`src/rtl/dff_arb_pkg.sv`:
```
// rtl/dff_arb_pkg.sv - shared types and default sizes for the dff write arbiter
package dff_arb_pkg;

    localparam int DEF_N_REQ    = 4;
    localparam int DEF_WIDTH    = 8;
    localparam int DEF_MAX_LOCK = 8;
    localparam int OWNER_W      = $clog2(DEF_N_REQ);

    typedef enum logic [1:0] {
        IDLE   = 2'd0,
        GRANT  = 2'd1,
        LOCKED = 2'd2
    } arb_state_e;

endpackage

```
`src/rtl/rr_pick.sv`:
```
// rtl/rr_pick.sv - combinational round-robin picker starting the scan at ptr
module rr_pick #(
    parameter int N_REQ = 4,
    parameter int IDX_W = $clog2(N_REQ)
) (
    input  logic [N_REQ-1:0] req,
    input  logic [IDX_W-1:0] ptr,
    output logic             valid,
    output logic [IDX_W-1:0] idx,
    output logic [N_REQ-1:0] onehot
);

    logic [IDX_W:0]   sum;
    logic [IDX_W-1:0] cand;

    // Scan from the farthest offset down so the nearest set bit after ptr wins.
    always_comb begin
        valid  = |req;
        idx    = '0;
        sum    = '0;
        cand   = '0;
        onehot = '0;
        for (int i = N_REQ - 1; i >= 0; i--) begin
            sum = {1'b0, ptr} + (IDX_W + 1)'(i);
            if (sum >= (IDX_W + 1)'(N_REQ)) begin
                sum = sum - (IDX_W + 1)'(N_REQ);
            end
            cand = sum[IDX_W-1:0];
            if (req[cand]) begin
                idx = cand;
            end
        end
        onehot[idx] = valid;
    end

endmodule

```
`src/rtl/dff_arbiter.sv`:
```
// rtl/dff_arbiter.sv - round-robin write arbiter for a shared dff; DFF_ARB_LOCK_EN adds locked bursts
module dff_arbiter
    import dff_arb_pkg::*;
#(
    parameter int N_REQ    = DEF_N_REQ,
    parameter int WIDTH    = DEF_WIDTH,
    parameter int MAX_LOCK = DEF_MAX_LOCK
) (
    input  logic                     clk,
    input  logic                     rst,
    input  logic [N_REQ-1:0]         req,
    input  logic [N_REQ-1:0]         lock,
    input  logic [N_REQ*WIDTH-1:0]   data,
    output logic [N_REQ-1:0]         gnt,
    output logic                     dff_en,
    output logic [WIDTH-1:0]         dff_d,
    output logic [$clog2(N_REQ)-1:0] owner,
    output logic                     busy
);

    localparam int IDX_W = $clog2(N_REQ);

    arb_state_e       state;
    logic [IDX_W-1:0] ptr;
    logic             win_valid;
    logic [IDX_W-1:0] win_idx;
    logic [N_REQ-1:0] win_oh;
    logic [WIDTH-1:0] data_arr [N_REQ];

    for (genvar g = 0; g < N_REQ; g++) begin : g_unpack
        assign data_arr[g] = data[g*WIDTH +: WIDTH];
    end

    rr_pick #(
        .N_REQ (N_REQ),
        .IDX_W (IDX_W)
    ) u_pick (
        .req    (req),
        .ptr    (ptr),
        .valid  (win_valid),
        .idx    (win_idx),
        .onehot (win_oh)
    );

`ifdef DFF_ARB_LOCK_EN
    localparam int CNT_W = $clog2(MAX_LOCK);
    logic [CNT_W-1:0] lock_cnt;
`else
    logic unused_lock;
    assign unused_lock = ^lock ^ (MAX_LOCK > 0);
`endif

    assign busy = (state != IDLE);

    always_ff @(posedge clk) begin
        if (rst) begin
            state  <= IDLE;
            ptr    <= '0;
            gnt    <= '0;
            dff_en <= 1'b0;
            dff_d  <= '0;
            owner  <= '0;
`ifdef DFF_ARB_LOCK_EN
            lock_cnt <= '0;
`endif
        end else begin
            case (state)
                IDLE: begin
                    if (win_valid) begin
                        gnt    <= win_oh;
                        dff_en <= 1'b1;
                        dff_d  <= data_arr[win_idx];
                        owner  <= win_idx;
                        ptr    <= (win_idx == IDX_W'(N_REQ - 1)) ? '0 : win_idx + 1'b1;
                        state  <= GRANT;
                    end
                end
                GRANT: begin
`ifdef DFF_ARB_LOCK_EN
                    if (lock[owner]) begin
                        dff_d    <= data_arr[owner];
                        lock_cnt <= CNT_W'(1);
                        state    <= LOCKED;
                    end else begin
                        gnt    <= '0;
                        dff_en <= 1'b0;
                        state  <= IDLE;
                    end
`else
                    gnt    <= '0;
                    dff_en <= 1'b0;
                    state  <= IDLE;
`endif
                end
`ifdef DFF_ARB_LOCK_EN
                LOCKED: begin
                    // dff_d is left alone on exit so it never moves while dff_en is low.
                    if (!lock[owner] || lock_cnt == CNT_W'(MAX_LOCK - 1)) begin
                        gnt    <= '0;
                        dff_en <= 1'b0;
                        state  <= IDLE;
                    end else begin
                        dff_d    <= data_arr[owner];
                        lock_cnt <= lock_cnt + 1'b1;
                    end
                end
`endif
                default: begin
                    gnt    <= '0;
                    dff_en <= 1'b0;
                    state  <= IDLE;
                end
            endcase
        end
    end

endmodule

```
`config.mk`:
```
export PLATFORM = sky130hd
export DESIGN_NAME = dff_arbiter
export DESIGN_NICKNAME = d
export VERILOG_FILES = /design/src/rtl/dff_arb_pkg.sv /design/src/rtl/rr_pick.sv /design/src/rtl/dff_arbiter.sv
export SDC_FILE = /design/constraint.sdc
export NUM_CORES = 1
export LEC_CHECK = 0
export ABC_AREA = 1
export CORE_MARGIN = 2
export CORE_UTILIZATION = 38
export CTS_CLUSTER_SIZE = 40
export DETAILED_ROUTE_END_ITERATION = 7
export HOLD_SLACK_MARGIN = 0.06
export PLACE_DENSITY = 0.75
export SYNTH_ARGS = -nofsm -noshare
export SYNTH_HDL_FRONTEND = slang
export SYNTH_SLANG_ARGS = --single-unit
export TNS_END_PERCENT = 30
```
`constraint.sdc`:
```
create_clock -name clk -period 1.6 [get_ports clk]
set_input_delay 0.4 -clock clk [delete_from_list [all_inputs] [get_ports clk]]
set_output_delay 0.4 -clock clk [all_outputs]
set_load 0.05 [all_outputs]
```
=== Word level (Yosys, flattened, before mapping) ===
Cells that the tools add are included.

* Output and inout bits: 16
* Register bits after elaboration: 17

* $add $sub $neg: 8
* Bitwise logic cells: 3
* $lt $le $gt $ge: 11
* Reduce and logical (&&, ||, !) cells: 5
* Multiplexer cells: 22
* Equal/unequal tests: 1

{| class="wikitable"
|+ Operators by type and width
! operator !! count
|-
| $mux 2 || 9
|-
| $bmux 8 s2 || 1
|-
| $mux 8 || 2
|-
| $lt 2x3->1 const B || 5
|-
| $ge 3x3->1 const B || 4
|-
| $bmux 1 s2 || 4
|-
| $sub 2x1->2 const B || 4
|-
| $add 2x2->3 const B || 2
|-
| $mux 1 || 5
|-
| $and 4x4->4 || 1
|-
| $reduce_or 4->1 || 1
|-
| $add 2x1->3 const B || 1
|-
| $ge 2x3->1 const B || 1
|-
| $not 2->3 || 1
|-
| $add 2x1->2 const B || 1
|-
| $demux 1 s2 || 1
|-
| $eq 2x2->1 const B || 1
|-
| $ge 2x1->1 const B || 1
|-
| $logic_not 2->1 || 1
|-
| $reduce_and 2->1 || 1
|-
| $reduce_or 2->1 || 1
|-
| $logic_and 1x1->1 || 1
|-
| $not 1->1 || 1
|}

=== Longest topological paths before layout ===
Gate-level depths: netlist of the first run.

* Word-level depth: 14
* Depth in mapped cells: 15
* Gate-level depth less buffers: 13

=== Cells and area by module ===
From an unflattened synthesis of the first run, not the netlist that was laid out.

* Cell total of the unflattened synthesis: 238
* Area, all modules: 1306.3 sq um

{| class="wikitable"
|+ Modules (own cells, without submodules)
! module !! cells each !! area each (sq um) !! instances
|-
| dff_arbiter || 172 || 1024.7 || 1
|-
| rr_pick || 66 || 281.5 || 1
|}

=== Least setup slack after synthesis of the first run ===
OpenSTA, ideal clock, no wires.

* Path kind: register to register
* Start point: register ptr[0]
* End point: register ptr[1]
* Clock period less this slack: 1.724 ns
* Setup time: 0.134 ns
* Path buffers: 2
* Path slack: -0.124 ns
* Arrival: 1.590 ns
* Stages on the path, launching flop included: 14
* Cells stage by stage: dfxtp_1 -> buf_6 -> inv_6 -> nand2_1 -> nand2_1 -> nand2_2 -> nand3_4 -> nand2_4 -> nand2_8 -> nand2_8 -> buf_12 -> ha_1 -> nor2_1 -> a211oi_1

* Longest elaborated chain between the ends: 11
* Elaborated cells between the ends (all ways): 30
* Classes of those cells: add/sub: 8; order compare: 4; eq/ne: 1; mux: 17

{| class="wikitable"
|+ Ends and longest elaborated chain
! item !! RTL line !! RTL
|-
| from (decl) || dff_arbiter.sv:24 || <nowiki>logic [IDX_W-1:0] ptr;</nowiki>
|-
| from (signal assigned) || dff_arbiter.sv:74 || <nowiki>ptr <= (win_idx == IDX_W'(N_REQ - 1)) ? '0 : win_idx + 1'b1;</nowiki>
|-
| $add 2x2->3 || rr_pick.sv:24 || <nowiki>sum = {1'b0, ptr} + (IDX_W + 1)'(i);</nowiki>
|-
| $ge 3x3->1 / $sub 2x1->2 (equally long branches) || rr_pick.sv:25, rr_pick.sv:26 ||
|-
| $mux 2 || rr_pick.sv:25 || <nowiki>if (sum >= (IDX_W + 1)'(N_REQ)) begin</nowiki>
|-
| $bmux 1 s2 || rr_pick.sv:29 || <nowiki>if (req[cand]) begin</nowiki>
|-
| $mux 1 (not written as such) || rr_pick.sv:29 ||
|-
| $mux 2 (3 in a row) || rr_pick.sv:29 ||
|-
| $mux 2 * || rr_pick.sv:29 ||
|-
| $add 2x1->2 / $eq 2x2->1 (equally long branches) || dff_arbiter.sv:74 ||
|-
| $mux 2 * || dff_arbiter.sv:74 ||
|}

Mark *: on every way between the ends. The rest lies on a longest branch, timed or not. The select of a mux whose other input is x is not followed.
A chain may end at the register's enable or synchronous reset.

=== Final worst setup path of the first run ===
* Start point: register ptr[0]
* End point: register gnt[0]

* Longest elaborated chain between the ends: 14
* Elaborated cells between the ends (all ways): 33
* Classes of those cells: add/sub: 7; order compare: 6; mux: 18; bitwise: 1; reduce/logical: 1

{| class="wikitable"
|+ Ends and longest elaborated chain
! item !! RTL line !! RTL
|-
| $add 2x2->3 || rr_pick.sv:24 ||
|-
| $ge 3x3->1 / $sub 2x1->2 (equally long branches) || rr_pick.sv:25, rr_pick.sv:26 ||
|-
| $mux 2 || rr_pick.sv:25 ||
|-
| $bmux 1 s2 || rr_pick.sv:29 ||
|-
| $mux 1 (not written as such) || rr_pick.sv:29 ||
|-
| $mux 2 (3 in a row) || rr_pick.sv:29 ||
|-
| $mux 2 * || rr_pick.sv:29 ||
|-
| $lt 2x3->1 (not written as such) / $ge 2x1->1 (equally long branches) || rr_pick.sv:33 || <nowiki>onehot[idx] = valid;</nowiki>
|-
| $logic_and 1x1->1 (not written as such) || rr_pick.sv:33 ||
|-
| $mux 1 (not written as such) || rr_pick.sv:33 ||
|-
| $demux 1 s2 * || -- ||
|-
| $and 4x4->4 (no source line) * || -- ||
|-
| to (signal assigned) || dff_arbiter.sv:70 || <nowiki>gnt <= win_oh;</nowiki>
|-
| to (decl) || dff_arbiter.sv:14 || <nowiki>output logic [N_REQ-1:0] gnt,</nowiki>
|}

Marks and branches as above.

==> results of run 1 <==
flip-flops by register name, summed over array words and instances (netlist names):
signal and count:
ptr 2, owner 2, dff_en 1, dff_d 8, gnt 4
Yosys cell counts (2+ instances only):
cell	number	area share (%)
buf_4	2	1.1
nand3_4	2	2.5
inv_1	50	13
nand3_2	2	1.4
nand2_4	3	2.4
buf_2	3	1.1
o21ai_0	2	0.72
nand2_1	37	10
buf_6	2	1.6
inv_2	3	0.81
nand2_2	15	6.7
dfxtp_1	17	24
nand2_8	2	2.9
nor2_1	29	7.8
nand3_1	47	17
a21oi_1	2	0.72
repair_timing:
action	in CTS	in global routing
resized for setup	23	10
endpoints found under the hold margin	0	0
pin swaps	17	0
endpoints found under the setup margin	16	16
cloned	2	0
per-stage QoR:
step,hold WS [ns],power [mW]
floorplan,0.548,2.60
detailed placement,0.518,3.67
CTS,0.530,4.21
global route,0.565,4.62
global placement,0.487,3.60
finish,0.526,4.31
worst max-delay path, cell delays in order, from the launching register on:
cell and delay [ns]:
dfxtp_2 0.34, buf_12 0.14, inv_12 0.07, nand2_4 0.06
nand3_2 0.07, nand2_1 0.07, inv_2 0.12, nand3_4 0.18
nand2_8 0.14, buf_4 0.12, nor2_2 0.04, a22oi_2 0.16
nor2_1 0.06
cells by family after synthesis:
group                      synth area share (%)
and+or+nand+nor                            51.4
buffers and inverters                      20.4
DFF                                        24.4
AOI/OAI and AO/OA                          2.87
adders and majority gates                 0.898
cell usage in the layout (no fill, tap or decap):
master | Yosys | final
inv_1 | 50 | 48
nand3_1 | 47 | 38
clkdlybuf4s50_1 | 0 | 33
nand2_1 | 37 | 31
nor2_1 | 29 | 28
buf_12 | 1 | 19
nand2_2 | 15 | 17
dfxtp_1 | 17 | 16
buf_4 | 2 | 13
nand2_4 | 3 | 9
nand3_2 | 2 | 9
inv_2 | 3 | 5
nand3_4 | 2 | 4
dlygate4sd2_1 | 0 | 4
clkbuf_8 | 0 | 3
nand2_8 | 2 | 2
o21ai_0 | 2 | 2
inv_12 | 0 | 1
nor2_2 | 1 | 1
a22oi_2 | 0 | 1
nor2_4 | 0 | 1
o21ai_1 | 1 | 1
a211oi_2 | 0 | 1
a21oi_1 | 2 | 1
a21oi_2 | 0 | 1
nor3_1 | 1 | 1
ha_4 | 0 | 1
clkinv_2 | 0 | 1
dfxtp_2 | 0 | 1
power by group:
| part | internal [mW] | switching [mW] | leakage, nW | total, mW |
|---|---|---|---|---|
| clock network | 0.173 | 0.157 | 0.0255 | 0.330 |
| logic | 1.43 | 1.84 | 1.10 | 3.27 |
| registers | 0.562 | 0.149 | 0.141 | 0.712 |
| total | 2.17 | 2.15 | 1.27 | 4.31 |
per-layer routing:
metal  vias to the layer above  GRT usage [%]
li1                        825              -
met1                       710           23.8
met2                        58           36.1
met3                        15           4.34
met4                         0           9.57
met5                         -              0
cell type report:
type | count | area share, %
clock buffers | 3 | 1.70
clock inverters | 1 | 0.206
inverters | 54 | 8.87
multi-input cells | 149 | 37.9
flip-flops and latches | 17 | 14.1
well taps | 48 | 2.47
repair buffers | 69 | 34.7
final timing paths:
check / cells past startpoint / to / startpoint / slack [ns]
max reg2reg: 12 / gnt[0] / ptr[0] / -0.08
max: 12 / gnt[0] / ptr[0] / -0.08
min: 2 / gnt[2] / gnt[2] / 0.53
min reg2reg: 2 / gnt[2] / gnt[2] / 0.53
==> flow_summary.json, run 1 <==
{
  "final_cell_area_um2": 2430,
  "cts_made_buffers": 3,
  "grt_usage_pct": 20.6,
  "syn-num-nets": 270,
  "drt-initial-drc-count": 66,
  "hold_path_class": "reg -> reg",
  "synth_ff_type": "dfxtp_1",
  "skew_ns": 0.00741,
  "hold_buffers": 0,
  "regArea_um2": 342,
  "fmaxAchievable_ghz": 0.594,
  "num_vias": 1608,
  "worstMarginPinSlew_ns": 0.265,
  "clk_pin_slew_ns": 0.07,
  "clockBufferDepth": 2,
  "dieArea_um2": 4170,
  "post-cts-setup-buffer-count": 0,
  "status": "complete, but fails checks",
  "rsz0062_at_grt": "yes",
  "routedWlPerCell_um": 11.9,
  "dp.cells": 335,
  "port_buffers": 53,
  "syn_area_um2": 1390,
  "grt_start_max_net_pins": 17,
  "irDropWorstVdd_mv": 0.945,
  "tns_ns": -0.573,
  "instances_no_fill": 341,
  "num-nets-final": 337,
  "start_util_pct": 38.7,
  "relSlewSlack_pct": 82.1,
  "wl_um": 4070,
  "violations": "setup timing",
  "gp_congestion": 0.821,
  "antenna_found_initial": 0,
  "critPathRequiredTime_ns": 1.76,
  "ios": 58,
  "crit_type": "reg -> reg",
  "fin_ws_ns": -0.0845,
  "htree_levels": 1,
  "cts.sinks": 17,
  "wl_met1_um": 1590,
  "drc": 0,
  "finalSetupViolCount": 10,
  "ys_seq_area_share_pct": 24.4,
  "dp_slack_ns": -0.578,
  "cts-root-buf": "clkbuf_8",
  "synth_edf_count": 0,
  "dr_wl_met3_um": 216,
  "core_um2": 3610,
  "die_h_um": 64.6,
  "top_layer_used": "met4",
  "wl_met2_um": 2090,
  "fin_util_pct": 67.3,
  "layout-drive-gt1-share_pct": 30.7,
  "antenna_left": 0,
  "synthArstFlopShare_pct": 0,
  "place_area_um2": 2250,
  "syn2layout_area_growth_pct": 74.1,
  "leakage_nw": 1.27,
  "antenna_cells": 0,
  "rows": 22,
  "grt_overflow": 0,
  "clk_latency_ns": 0.26,
  "syn_area_per_cell_um2": 6.14,
  "cp-end-kind": "flip-flop",
  "cp-start-kind": "flip-flop",
  "dr.pass1.iters": 4,
  "yosys_warnings": 0,
  "dpl.hpwl_um": 2960,
  "fill_cells": 317,
  "via_per_inst": 4.72,
  "grt_pass1_vias": 1500,
  "grt_pass1_wl_um": 6620,
  "cts_tree": "yes",
  "p_per_area_nw_per_um2": 1780,
  "netlist_instances": 227,
  "hold_viol": 0,
  "slew_violations": 0,
  "period_needed_ns": 1.68,
  "worstPathArrival_ns": 1.84,
  "multi_input_area_um2": 921,
  "max_cap_viol_count": 0,
  "synth_cell_types": 25,
  "cp_max_fo": 7,
  "yosys_register_bits": 17,
  "finalCritPeriodShare_pct": 105,
  "die_w_um": 64.6
}
No activity file was read; power rests on OpenSTA's default activity.
==> run 2, diff against run 1 <==
Settings changed: CTS_CLUSTER_DIAMETER set to 80, PLACE_DENSITY 0.75 to 0.72.
Clock period 1.6 ns to 2.2 ns, I/O delays scaled along.
==> run 2 against run 1 <==
Wire length down 20%. Highest routed layer is now met3. Largest cell class unchanged. Non-clock buffer count unchanged. Total power down 39%. Final area down 14%. The flow now finishes without violations. Sequential share of layout area up 2.2 points. Cell count down 0.59%. Worst setup slack better by 0.28 ns. Utilization down 9.5 points. Clock-buffer cell count up 1. Global-route usage down 3.0 points.
==> flow_summary.json, run 2 (same netlist as run 1, synthesis figures left out) <==
{
  "max_stage_delay_ns": 0.45,
  "cts-root-buf": "clkbuf_8",
  "crit_chain": "clkdlybuf4s50_1 -> inv_1 -> nand2_2 -> nand3_1 -> nand2_1 -> inv_2 -> nand2_4 -> nand2_8 -> nand2_8 -> ha_1 -> nor2_1 -> a211oi_1",
  "cpMostUsedCell": "nand2_8",
  "rows": 22,
  "cts_tree": "yes",
  "fmaxAchievable_ghz": 0.500,
  "antenna_cells": 0,
  "port_buffers": 53,
  "dpl.hpwl_um": 2670,
  "grt_usage_pct": 17.5,
  "clockBufferDepth": 2,
  "core_um2": 3610,
  "grt_overflow": 0,
  "largest_registers": "dff_d: 8 flops, gnt: 4 flops",
  "fin_ws_ns": 0.200,
  "die_w_um": 64.6,
  "p_per_area_nw_per_um2": 1270,
  "hold_end": "gnt[2]",
  "worstMarginPinSlew_ns": 0.518,
  "dieArea_um2": 4170,
  "max_cap_viol_count": 0,
  "grt_pass1_wl_um": 5940,
  "finalSetupViolCount": 0,
  "worstPathArrival_ns": 2.13,
  "layout-drive-gt1-share_pct": 16.5,
  "start_util_pct": 38.7,
  "cts-resized-gates": 0,
  "die_h_um": 64.6,
  "rsz0062_at_grt": "no",
  "period_needed_ns": 2.00,
  "hold_path_class": "reg -> reg",
  "clk_latency_ns": 0.25,
  "htree_levels": 1,
  "irDropWorstVdd_mv": 0.532,
  "critPathRequiredTime_ns": 2.33,
  "min_path_cells": 2,
  "worst_path_max_delay_cell": "clkdlybuf4s50_1",
  "leakage_nw": 1.11,
  "antenna_left": 0,
  "num-nets-final": 335,
  "cp-end-kind": "flip-flop",
  "r2r_slack_ns": 0.38,
  "cts_made_buffers": 3,
  "hp-start": "gnt[2]",
  "final_common_cell": "clkdlybuf4s50_1",
  "slew_violations": 0,
  "via_per_inst": 4.42,
  "clk_pin_slew_ns": 0.06,
  "ios": 58,
  "tns_ns": 0,
  "antenna_found_initial": 0,
  "regToRegEndpoint": "dff_d[2]",
  "hold_viol": 0,
  "post-cts-setup-buffer-count": 0,
  "reg2reg_from": "ptr[0]",
  "syn2layout_area_growth_pct": 49.6,
  "dp_slack_ns": -0.0676,
  "dr.pass1.iters": 6,
  "wl_um": 3250,
  "gp_congestion": 0.846,
  "grt_start_max_net_pins": 15,
  "hold_buffers": 0,
  "crit_type": "in -> reg",
  "routedWlPerCell_um": 9.58,
  "drc": 0,
  "final_cell_mix": "clkdlybuf4s50_1, inv_1, nand3_1, nand2_1, nor2_1",
  "largest_register_ffs": 8,
  "finalCritPeriodShare_pct": 90.9,
  "grt_pass1_vias": 1440,
  "status": "finished, final reports clean",
  "drt-initial-drc-count": 60,
  "ff2ff_path_depth": 14,
  "largest-register": "dff_d",
  "skew_ns": 0.000791,
  "cp-start-kind": "primary input",
  "relSlewSlack_pct": 65.3,
  "cp_max_fo": 14,
  "cts.sinks": 17,
  "num_vias": 1497
}
[run 2: cell count changes in the layout (fill, tap and decap cells not counted), sizes merged]
cell / delta
dlygate4sd2: -4
buf: -16
clkbuf: +1
clkdlybuf4s50: +20
clkinv: -1
nand2: -2
[run 2: worst max-delay path, delay by kind of cell]
family / cells / cell delay [ns]
AO/OA/AOI/OAI: 1 / 0.04
adder cells (fa/ha/maj): 1 / 0.30
buffers and inverters: 3 / 0.64
AND/OR/NAND/NOR: 7 / 0.59
[run 2: cell type report]
class                           count  area [µm²]
Fill cell                         365        1520
Multi-Input combinational cell    147         769
Timing Repair Buffer               69         663
Sequential cell                    17         340
Inverter                           54         208
Tap cell                           48        60.1
Clock buffer                        4        45.0
[run 2: metal layers]
layer	part of all wire (%)	routed length [µm]	vias to the layer above	GRT usage (%)
li1	-	-	814	-
met1	46	1490	646	21.9
met2	47	1530	37	30.7
met3	7.0	228	0	5.38
met4	0	0	0	1.60
met5	0	0	-	0
[run 2: worst max-delay path by stage]
stage	start	endpoint	slack [ns]	depth (start not counted)
final	req[3]	ptr[1]	0.20	12
after CTS	req[3]	dff_d[1]	0.19	15
after global routing	req[1]	dff_d[1]	0.02	15
after floorplan	req[2]	ptr[1]	0.34	12
after detailed placement	req[3]	dff_d[1]	-0.07	15
after global placement	req[3]	ptr[1]	-0.04	12
[run 2: power breakdown]
group | internal [mW] | switching, mW
logic | 0.781 | 1.15
registers | 0.407 | 0.0738
clock network | 0.128 | 0.101
total | 1.32 | 1.33
[run 2: through the flow]
step | power, mW | hold WS, ns | utilization (%) | cell area [µm²] | std cells
4_1_cts | 2.67 | 0.468 | 57.8 | 2090 | 339
3_5_place_dp | 2.43 | 0.458 | 56.6 | 2040 | 335
5_1_grt | 2.90 | 0.488 | 57.8 | 2090 | 339
2_1_floorplan | 1.86 | 0.548 | - | 1390 | 227
3_3_place_gp | 2.41 | 0.452 | 56.6 | 2040 | 335
6_report | 2.64 | 0.461 | 57.8 | 2090 | 339
